**src/rtl/colorshield_pkg.sv**
```systemverilog
// Shared encodings for the colorshield trigger sampler.
package colorshield_pkg;

    localparam logic [1:0] EDGE_RISE = 2'b00;
    localparam logic [1:0] EDGE_FALL = 2'b01;
    localparam logic [1:0] EDGE_BOTH = 2'b10;
    localparam logic [1:0] EDGE_OFF  = 2'b11;

    typedef enum logic {
        ST_EMPTY = 1'b0,
        ST_FULL  = 1'b1
    } hold_state_t;

endpackage

```
**src/rtl/trigger_edge_detector.sv**
```systemverilog
// Synchronizes trig into clk and flags the selected edge as a one-cycle event.
module trigger_edge_detector
    import colorshield_pkg::*;
#(
    parameter int SYNC_STAGES = 2
) (
    input  logic       clk,
    input  logic       rst_n,
    input  logic       trig,
    input  logic [1:0] edge_mode,
    output logic       evt
);

    logic trig_s;
    logic trig_q;

    generate
        if (SYNC_STAGES == 0) begin : g_direct
            assign trig_s = trig;
        end else begin : g_sync
            logic [SYNC_STAGES-1:0] sync_q;

            always_ff @(posedge clk or negedge rst_n) begin
                if (!rst_n) begin
                    sync_q <= '0;
                end else begin
                    sync_q[0] <= trig;
                    for (int i = 1; i < SYNC_STAGES; i++) begin
                        sync_q[i] <= sync_q[i-1];
                    end
                end
            end

            assign trig_s = sync_q[SYNC_STAGES-1];
        end
    endgenerate

    always_ff @(posedge clk or negedge rst_n) begin
        if (!rst_n) begin
            trig_q <= 1'b0;
        end else begin
            trig_q <= trig_s;
        end
    end

    // Decoded every cycle from the live mode, so a mode change alone cannot fire.
    always_comb begin
        evt = 1'b0;
        case (edge_mode)
            EDGE_RISE: evt = trig_s & ~trig_q;
            EDGE_FALL: evt = ~trig_s & trig_q;
            EDGE_BOTH: evt = trig_s ^ trig_q;
            default:   evt = 1'b0;
        endcase
    end

endmodule

```
**src/rtl/multi_channel_sampler.sv**
```systemverilog
// Captures CHANNELS data words on a trigger edge and holds them behind valid/ready.
//   state    | meaning
//   ST_EMPTY | no sample held, out_valid=0
//   ST_FULL  | sample held until the consumer pops it, out_valid=1
module multi_channel_sampler
    import colorshield_pkg::*;
#(
    parameter int WIDTH       = 8,
    parameter int CHANNELS    = 4,
    parameter int SYNC_STAGES = 2,
    parameter int OVERWRITE   = 0,
    parameter int CNT_W       = 8
) (
    input  logic                      clk,
    input  logic                      rst_n,
    input  logic                      trig,
    input  logic [1:0]                edge_mode,
    input  logic [CHANNELS-1:0]       ch_en,
    input  logic [CHANNELS*WIDTH-1:0] data,
    output logic [CHANNELS*WIDTH-1:0] out_data,
    output logic                      out_valid,
    input  logic                      out_ready,
    output logic [CNT_W-1:0]          overrun_cnt,
    input  logic                      clr_ovr
);

    localparam logic [CNT_W-1:0] CNT_MAX = '1;

    hold_state_t state;
    logic        evt;
    logic        pop;
    logic        overrun;
    logic        capture;

    trigger_edge_detector #(
        .SYNC_STAGES(SYNC_STAGES)
    ) u_edge (
        .clk      (clk),
        .rst_n    (rst_n),
        .trig     (trig),
        .edge_mode(edge_mode),
        .evt      (evt)
    );

    assign pop     = (state == ST_FULL) & out_ready;
    assign overrun = evt & (state == ST_FULL) & ~out_ready;
    assign capture = evt & (~overrun | (OVERWRITE != 0));

    always_ff @(posedge clk or negedge rst_n) begin
        if (!rst_n) begin
            state       <= ST_EMPTY;
            out_valid   <= 1'b0;
            overrun_cnt <= '0;
        end else begin
            if (evt) begin
                state     <= ST_FULL;
                out_valid <= 1'b1;
            end else if (pop) begin
                state     <= ST_EMPTY;
                out_valid <= 1'b0;
            end
            // Clear wins over a coincident overrun increment.
            if (clr_ovr) begin
                overrun_cnt <= '0;
            end else if (overrun && (overrun_cnt != CNT_MAX)) begin
                overrun_cnt <= overrun_cnt + 1'b1;
            end
        end
    end

    generate
        for (genvar i = 0; i < CHANNELS; i++) begin : g_ch
            logic [WIDTH-1:0] slice_q;

            always_ff @(posedge clk or negedge rst_n) begin
                if (!rst_n) begin
                    slice_q <= '0;
                end else if (capture && ch_en[i]) begin
                    slice_q <= data[i*WIDTH +: WIDTH];
                end
            end

            assign out_data[i*WIDTH +: WIDTH] = slice_q;
        end
    endgenerate

endmodule

```
**config.mk**
```make
export PLATFORM = sky130hd
export DESIGN_NAME = multi_channel_sampler
export DESIGN_NICKNAME = d
export VERILOG_FILES = /design/src/rtl/colorshield_pkg.sv /design/src/rtl/trigger_edge_detector.sv /design/src/rtl/multi_channel_sampler.sv
export SDC_FILE = /design/constraint.sdc
export NUM_CORES = 1
export LEC_CHECK = 0
export ABC_CLOCK_PERIOD_IN_PS = 3400
export BUFFER_PORTS_ARGS = -buffer_cell sky130_fd_sc_hd__buf_2
export CAP_MARGIN = 15
export CORE_ASPECT_RATIO = 0.9
export CORE_MARGIN = 2
export CORE_UTILIZATION = 27
export CTS_CLUSTER_SIZE = 16
export DETAILED_ROUTE_END_ITERATION = 7
export GPL_ROUTABILITY_DRIVEN = 0
export SETUP_SLACK_MARGIN = 0.4
export SYNTH_ARGS = -nofsm -noshare
export SYNTH_HDL_FRONTEND = slang
export SYNTH_SLANG_ARGS = --single-unit
```
**constraint.sdc**
```tcl
create_clock -name clk -period 3.4 [get_ports clk]
set_input_delay 0.34 -clock clk [delete_from_list [all_inputs] [get_ports clk]]
set_output_delay 0.34 -clock clk [all_outputs]
set_load 0.01 [all_outputs]
```
; ---- Yosys cells after proc, flatten, opt, wreduce, memory -nomap -nowiden
; Index checks and enable logic that the tools add are counted.
[totals]
reg_bits = 44
elab_cells = 36
in_bits = 43
out_inout_bits = 41
[op_classes]
reduce_logical = 8
n_addsub = 1
eq_ne = 3
mux = 5
bitwise = 11
[ops]
columns = operator, n
row1 = two-way mux 8 bit, 2
row2 = "adder 8 x 1 -> 8 bit, second input constant", 1
row3 = "inequality test 8 bit, second input constant", 1
row4 = bitwise AND 1 bit, 6
row5 = logical AND 1 bit, 5
row6 = NOT 1 bit, 4
row7 = nonzero test 2 bit, 2
row8 = case mux 1 bit (3 select lines), 1
row9 = "== test 2 x 1 -> 1 bit, second input constant", 1
row10 = "== test 2 bit, second input constant", 1
row11 = logical NOT 2 bit, 1
row12 = two-way mux 1 bit, 2
row13 = bitwise XOR 1 bit, 1

; ---- Longest topological paths before layout
[depth]
word_depth = 8
mapped_depth = 7
mapped_depth_nobuf = 6

; ---- Modules after synthesis
; Synthesis repeated with hierarchy kept, for this count alone.
[unflattened]
cells_unflattened = 135
hier_area_um2 = 1900.6
[by_module_without_submodules]
columns = mod, seq_area_each_um2, n_inst, cells_per_inst, area_per_inst_um2
row1 = multi_channel_sampler, 1026.0, 1, 125, 1770.4
row2 = trigger_edge_detector, 75.1, 1, 10, 130.1

; ---- Worst setup path after synthesis
; No wires, ideal clock.
[synth_timing]
path_type = register to register
startpoint = register u_edge.g_sync.sync_q[1]
endpoint = register g_ch[0].slice_q[0]
period_less_slack_ns = 1.782
arrival_time_ns = 1.657
path_buffers = 0
path_stages_with_launch = 7
setup_ns = 0.125
path_slack_ns = 1.618
t_required_ns = 3.275
cell_sequence = dfrtp_1 inv_1 ha_1 nor3b_2 a21oi_2 nor2_2 mux2_2
[synth_via]
elab_chain_cells = 8
elab_cells_between_ends = 10
classes_between = mux: 1 / bitwise: 8 / reduce/logical: 1
[synth_rtl]
columns = item, line
row1 = "start, declared", trigger_edge_detector.sv:21  ; logic [SYNC_STAGES-1:0] sync_q;
row2 = "start signal, assigned by index", trigger_edge_detector.sv:29  ; sync_q[i] <= sync_q[i-1];
row3 = NOT 1 bit, trigger_edge_detector.sv:51  ; EDGE_FALL: evt = ~trig_s & trig_q;
row4 = bitwise AND 1 bit, trigger_edge_detector.sv:51
row5 = case mux 1 bit (3 select lines) (*), trigger_edge_detector.sv:49  ; case (edge_mode)
row6 = bitwise AND 1 bit (2 in a row), multi_channel_sampler.sv:46  ; assign overrun = evt & (state == ST_FULL) & ~out_ready;
row7 = NOT 1 bit, multi_channel_sampler.sv:47  ; assign capture = evt & (~overrun | (OVERWRITE != 0));
row8 = bitwise AND 1 bit (*), multi_channel_sampler.sv:47
row9 = logical AND 1 bit (*), multi_channel_sampler.sv:78  ; end else if (capture && ch_en[i]) begin
row10 = "end signal, assigned", multi_channel_sampler.sv:79  ; slice_q <= data[i*WIDTH +: WIDTH];
row11 = "end, declared", multi_channel_sampler.sv:73  ; logic [WIDTH-1:0] slice_q;
; Mark *: on every way between the ends. The rest lies on a longest branch, timed or not.
; A chain may end at the register's enable or synchronous reset.

; ---- Worst setup path after layout
[layout_timing]
startpoint = register u_edge.g_sync.sync_q[1]
endpoint = register overrun_cnt[7]
[layout_via]
elab_chain_cells = 7
elab_cells_between_ends = 9
classes_between = mux: 1 / bitwise: 6 / reduce/logical: 2
[layout_rtl]
columns = item, line
row1 = NOT 1 bit, trigger_edge_detector.sv:51
row2 = bitwise AND 1 bit, trigger_edge_detector.sv:51
row3 = case mux 1 bit (3 select lines) (*), trigger_edge_detector.sv:49
row4 = bitwise AND 1 bit (*) (2 in a row), multi_channel_sampler.sv:46
row5 = logical AND 1 bit (*), multi_channel_sampler.sv:65  ; end else if (overrun && (overrun_cnt != CNT_MAX)) begin
row6 = nonzero test 2 bit (no source line) (*), --
row7 = "end signal, assigned", multi_channel_sampler.sv:66  ; overrun_cnt <= overrun_cnt + 1'b1;
row8 = "end, declared", multi_channel_sampler.sv:23  ; output logic [CNT_W-1:0] overrun_cnt,
; Marks and branches as above.

==> impl_results.rst <==
.. list-table::
   :header-rows: 1

   * - Metric
     - Value
   * - Post-route DRC
     - 0
   * - Core area
     - between 6000 and 7000 um2
   * - RSZ-0062 raised after global routing
     - no
   * - Placed instance area
     - 2360 um2
   * - Wire length of the first global-routing pass
     - 6.33 mm
   * - Share of the synthesized area in the top cell type
     - between 50 and 60%
   * - Worst-case hold slack
     - approximately 0.16 ns
   * - Number of hold buffers added after cts
     - 0
   * - Total Negative Setup Slacks
     - 0 ns
   * - Via count of the first global-routing pass
     - 1294
   * - Power per standard cell area
     - 603 nW/um2
   * - Worst Slack Setup Final
     - about 1.4 ns
   * - Unique masters post-synth
     - 26
   * - Die outline area
     - 7490 um2
   * - Number of vias in the routed layout
     - about 1400
   * - CTS clock-pin slew for the worst setup and hold paths
     - 0.08 ns
   * - Routed length per instance
     - 12.6 um
   * - Category of the worst setup path launch point
     - flop
   * - Via/cell ratio
     - 4.44
   * - Critical path's top delay family
     - simple AND/OR/NAND/NOR gates
   * - Required time of the worst setup path
     - 3.62 ns
   * - Worst min path class
     - in2reg
   * - CP Class
     - reg2reg
   * - Reported leakage power
     - around 0.0012 uW
   * - Commonest register cell after synthesis
     - dfrtp_1
   * - Post-Syn Instances
     - around 140
   * - Worst setup slack before clock tree synthesis
     - 1.38 ns
   * - Site row count
     - 28
   * - Count of final max-slew check failures
     - 0
   * - Die boundary height
     - about 82 um
   * - Global router's overall resource usage
     - 10.8%
   * - Layout-stage area growth over the synthesis result
     - 35.1%
   * - Maximum buffer depth of the clock tree
     - 2
   * - Minimum period implied by the final worst setup slack
     - 2.00 ns
   * - Detailed-route wire length
     - 3.96 mm
   * - Synth area leaders
     - dfrtp_1 60%, mux2_2 20%, ha_1 2.0%, a21oi_1 1.9%, o31ai_1 1.6%
   * - Post-CTS Setup Repair Bufs
     - 0
   * - Post-layout net count
     - 269
   * - Number of sinks on the clock net
     - 44
   * - Post-Syn Area
     - 1840 um2
   * - Final-report setup violation count
     - 0
   * - Post-CTS Resized
     - 0
   * - CTS buffer count
     - 5
   * - Initial DRC count
     - 35
   * - Worst path bufs/invs
     - 1
   * - Number of top-level pins
     - 84
   * - Leading area contributor after synthesis
     - dfrtp_1
   * - Achievable Freq
     - 0.501 GHz
   * - Register area share after synthesis
     - between 50% and 60%
   * - Result of the run
     - finished clean
   * - Synth warn
     - 0
   * - Nets in the synthesized netlist
     - 181
   * - Final period utilization
     - ~59%
   * - Actual slew at the worst max-slew pin
     - 0.989 ns
   * - Fraction of registers with async set/reset
     - between 90% and 100%
   * - Count of flip-flops with a built-in enable after synthesis
     - 0
   * - Clock latency on the worst-skew pair
     - 0.29 ns
   * - Count of max-cap constraint violations
     - 0
   * - Number of antenna repair diodes
     - 0
   * - Remaining global-route overflow
     - 0
   * - Avg Inst Size Synth
     - 13.6 um2
   * - Detailed Routing Iterations Pass 1
     - 4
   * - Largest stage delay, worst path
     - between 0.5 and 0.6 ns
   * - Peak supply drop
     - 0.000288 V
   * - Number of buffers inserted by port buffering
     - 83
   * - Clock skew after layout
     - around 0.0063 ns
   * - CTS H-tree lvls
     - 2
   * - Kind of end point of the critical path
     - flop
   * - Die width
     - 91 um
   * - Post-detailed-route count of antenna-violating nets
     - 0
   * - Placed wire-length estimate after detailed placement
     - 2.88 mm
   * - Standard cell with the maximum stage delay on the critical path
     - or4_1
   * - Number of antenna violations at the first check in global routing
     - 1
   * - Max-slew headroom
     - 34.1%
   * - Largest net degree at the start of global routing
     - 45
   * - Starting density of the core
     - between 20% and 30%
   * - Arrival time at the worst endpoint
     - 2.21 ns
   * - Filler cell count
     - approximately 700
   * - Crit-path max FO
     - 15
   * - Root buffer selected by CTS
     - clkbuf_8
   * - Hold Fails Final Rpt
     - 0
   * - Area of all placed cells without fillers
     - between 2000 and 2500 um2
   * - Proportion of layout cells with a drive suffix above 1
     - 58.5%
   * - Flip-flop and latch count after synthesis
     - 44
   * - CTS tree
     - yes
   * - Series of cell instances along the critical path
     - inv_1, ha_1, nor3b_2, a22oi_2, or4_1, a21oi_1
## layout by cell type (no fill, tap or decap), types with 2 or more instances in the layout
cell type and count:
buf_2 83, or4_1 4, o31ai_1 4, or3_1 3, a21oi_1 7, nand2_1 7
nand3_1 4, nor2_1 2, nor2_2 4, inv_1 4, clkbuf_8 7, mux2_2 32
nand2b_1 3, ha_1 3, dfrtp_1 44, o21ai_0 2
## state kept, by name (all words and copies together), names as in the netlist
signal / cells
state: 1
u_edge.g_sync.sync_q: 2
overrun_cnt: 8
u_edge.trig_q: 1
g_ch.slice_q: 32
## per-stage QoR
step,instances,total power (uW),utilization (%)
finish,314,1500,37.7
global route,314,1590,37.7
detailed placement,306,1080,35.8
floorplan,135,900,-
CTS,314,1530,37.7
global placement,306,1070,35.8
## worst paths after layout
kind                                              startpoint                           endpoint  slack, ns  cells after the start
min in group asynchronous                              rst_n         overrun_cnt[7]$_DFFE_PN0P_       0.20                      1
max in group asynchronous                              rst_n     g_ch[1].slice_q[1]$_DFFE_PN0P_       2.57                      1
setup reg to reg           u_edge.g_sync.sync_q[1]$_DFF_PN0_         overrun_cnt[7]$_DFFE_PN0P_       1.40                      6
hold reg to reg            u_edge.g_sync.sync_q[0]$_DFF_PN0_  u_edge.g_sync.sync_q[1]$_DFF_PN0_       0.35                      0
setup / recovery           u_edge.g_sync.sync_q[1]$_DFF_PN0_         overrun_cnt[7]$_DFFE_PN0P_       1.40                      6
hold / removal                                          trig  u_edge.g_sync.sync_q[0]$_DFF_PN0_       0.16                      1
## logic make-up after synthesis
kind of cell / count (synthesis) / share of synthesized area (%)
adders and majority gates: 3 / 2.04
and+or+nand+nor: 31 / 9.73
muxes: 34 / 21.0
AOI/OAI and AO/OA: 17 / 6.12
DFF: 44 / 59.9
buffers and inverters: 6 / 1.29
## power breakdown
group	internal, uW	leakage [uW]	switching [uW]
clock	259	0.0000645	180
sequential	643	0.000539	56.0
combinational	193	0.000576	166
## cell usage after synthesis (2+ instances only)
master	instances
inv_1	4
dfrtp_1	44
a21oi_1	7
ha_1	3
nand3_1	4
o31ai_1	4
mux2_2	32
nand2b_1	3
nor2_1	2
nand2_1	7
or3_1	3
nor2_2	4
o21ai_0	2
or4_1	4
## metal layers
metal / up-vias / share of wire, % / GRT usage [%]
met4: 2 / 0.86 / 4.09
met2: 57 / 44 / 16.7
li1: 671 / - / -
met3: 7 / 8.1 / 4.17
met5: - / 0.28 / 0
met1: 657 / 47 / 13.8
## layout make-up
class                      count  area [um2]  share of cell area, %
inverter                       4        15.0                  0.604
multi-input combinational     85         714                   28.8
clock inverter                 1        30.0                   1.21
clock buffer                   7        96.3                   3.88
timing repair buffer          83         415                   16.7
tap                           90         113                   4.53
sequential                    44        1100                   44.3
Note: power is estimated with default switching activity, not from simulation.
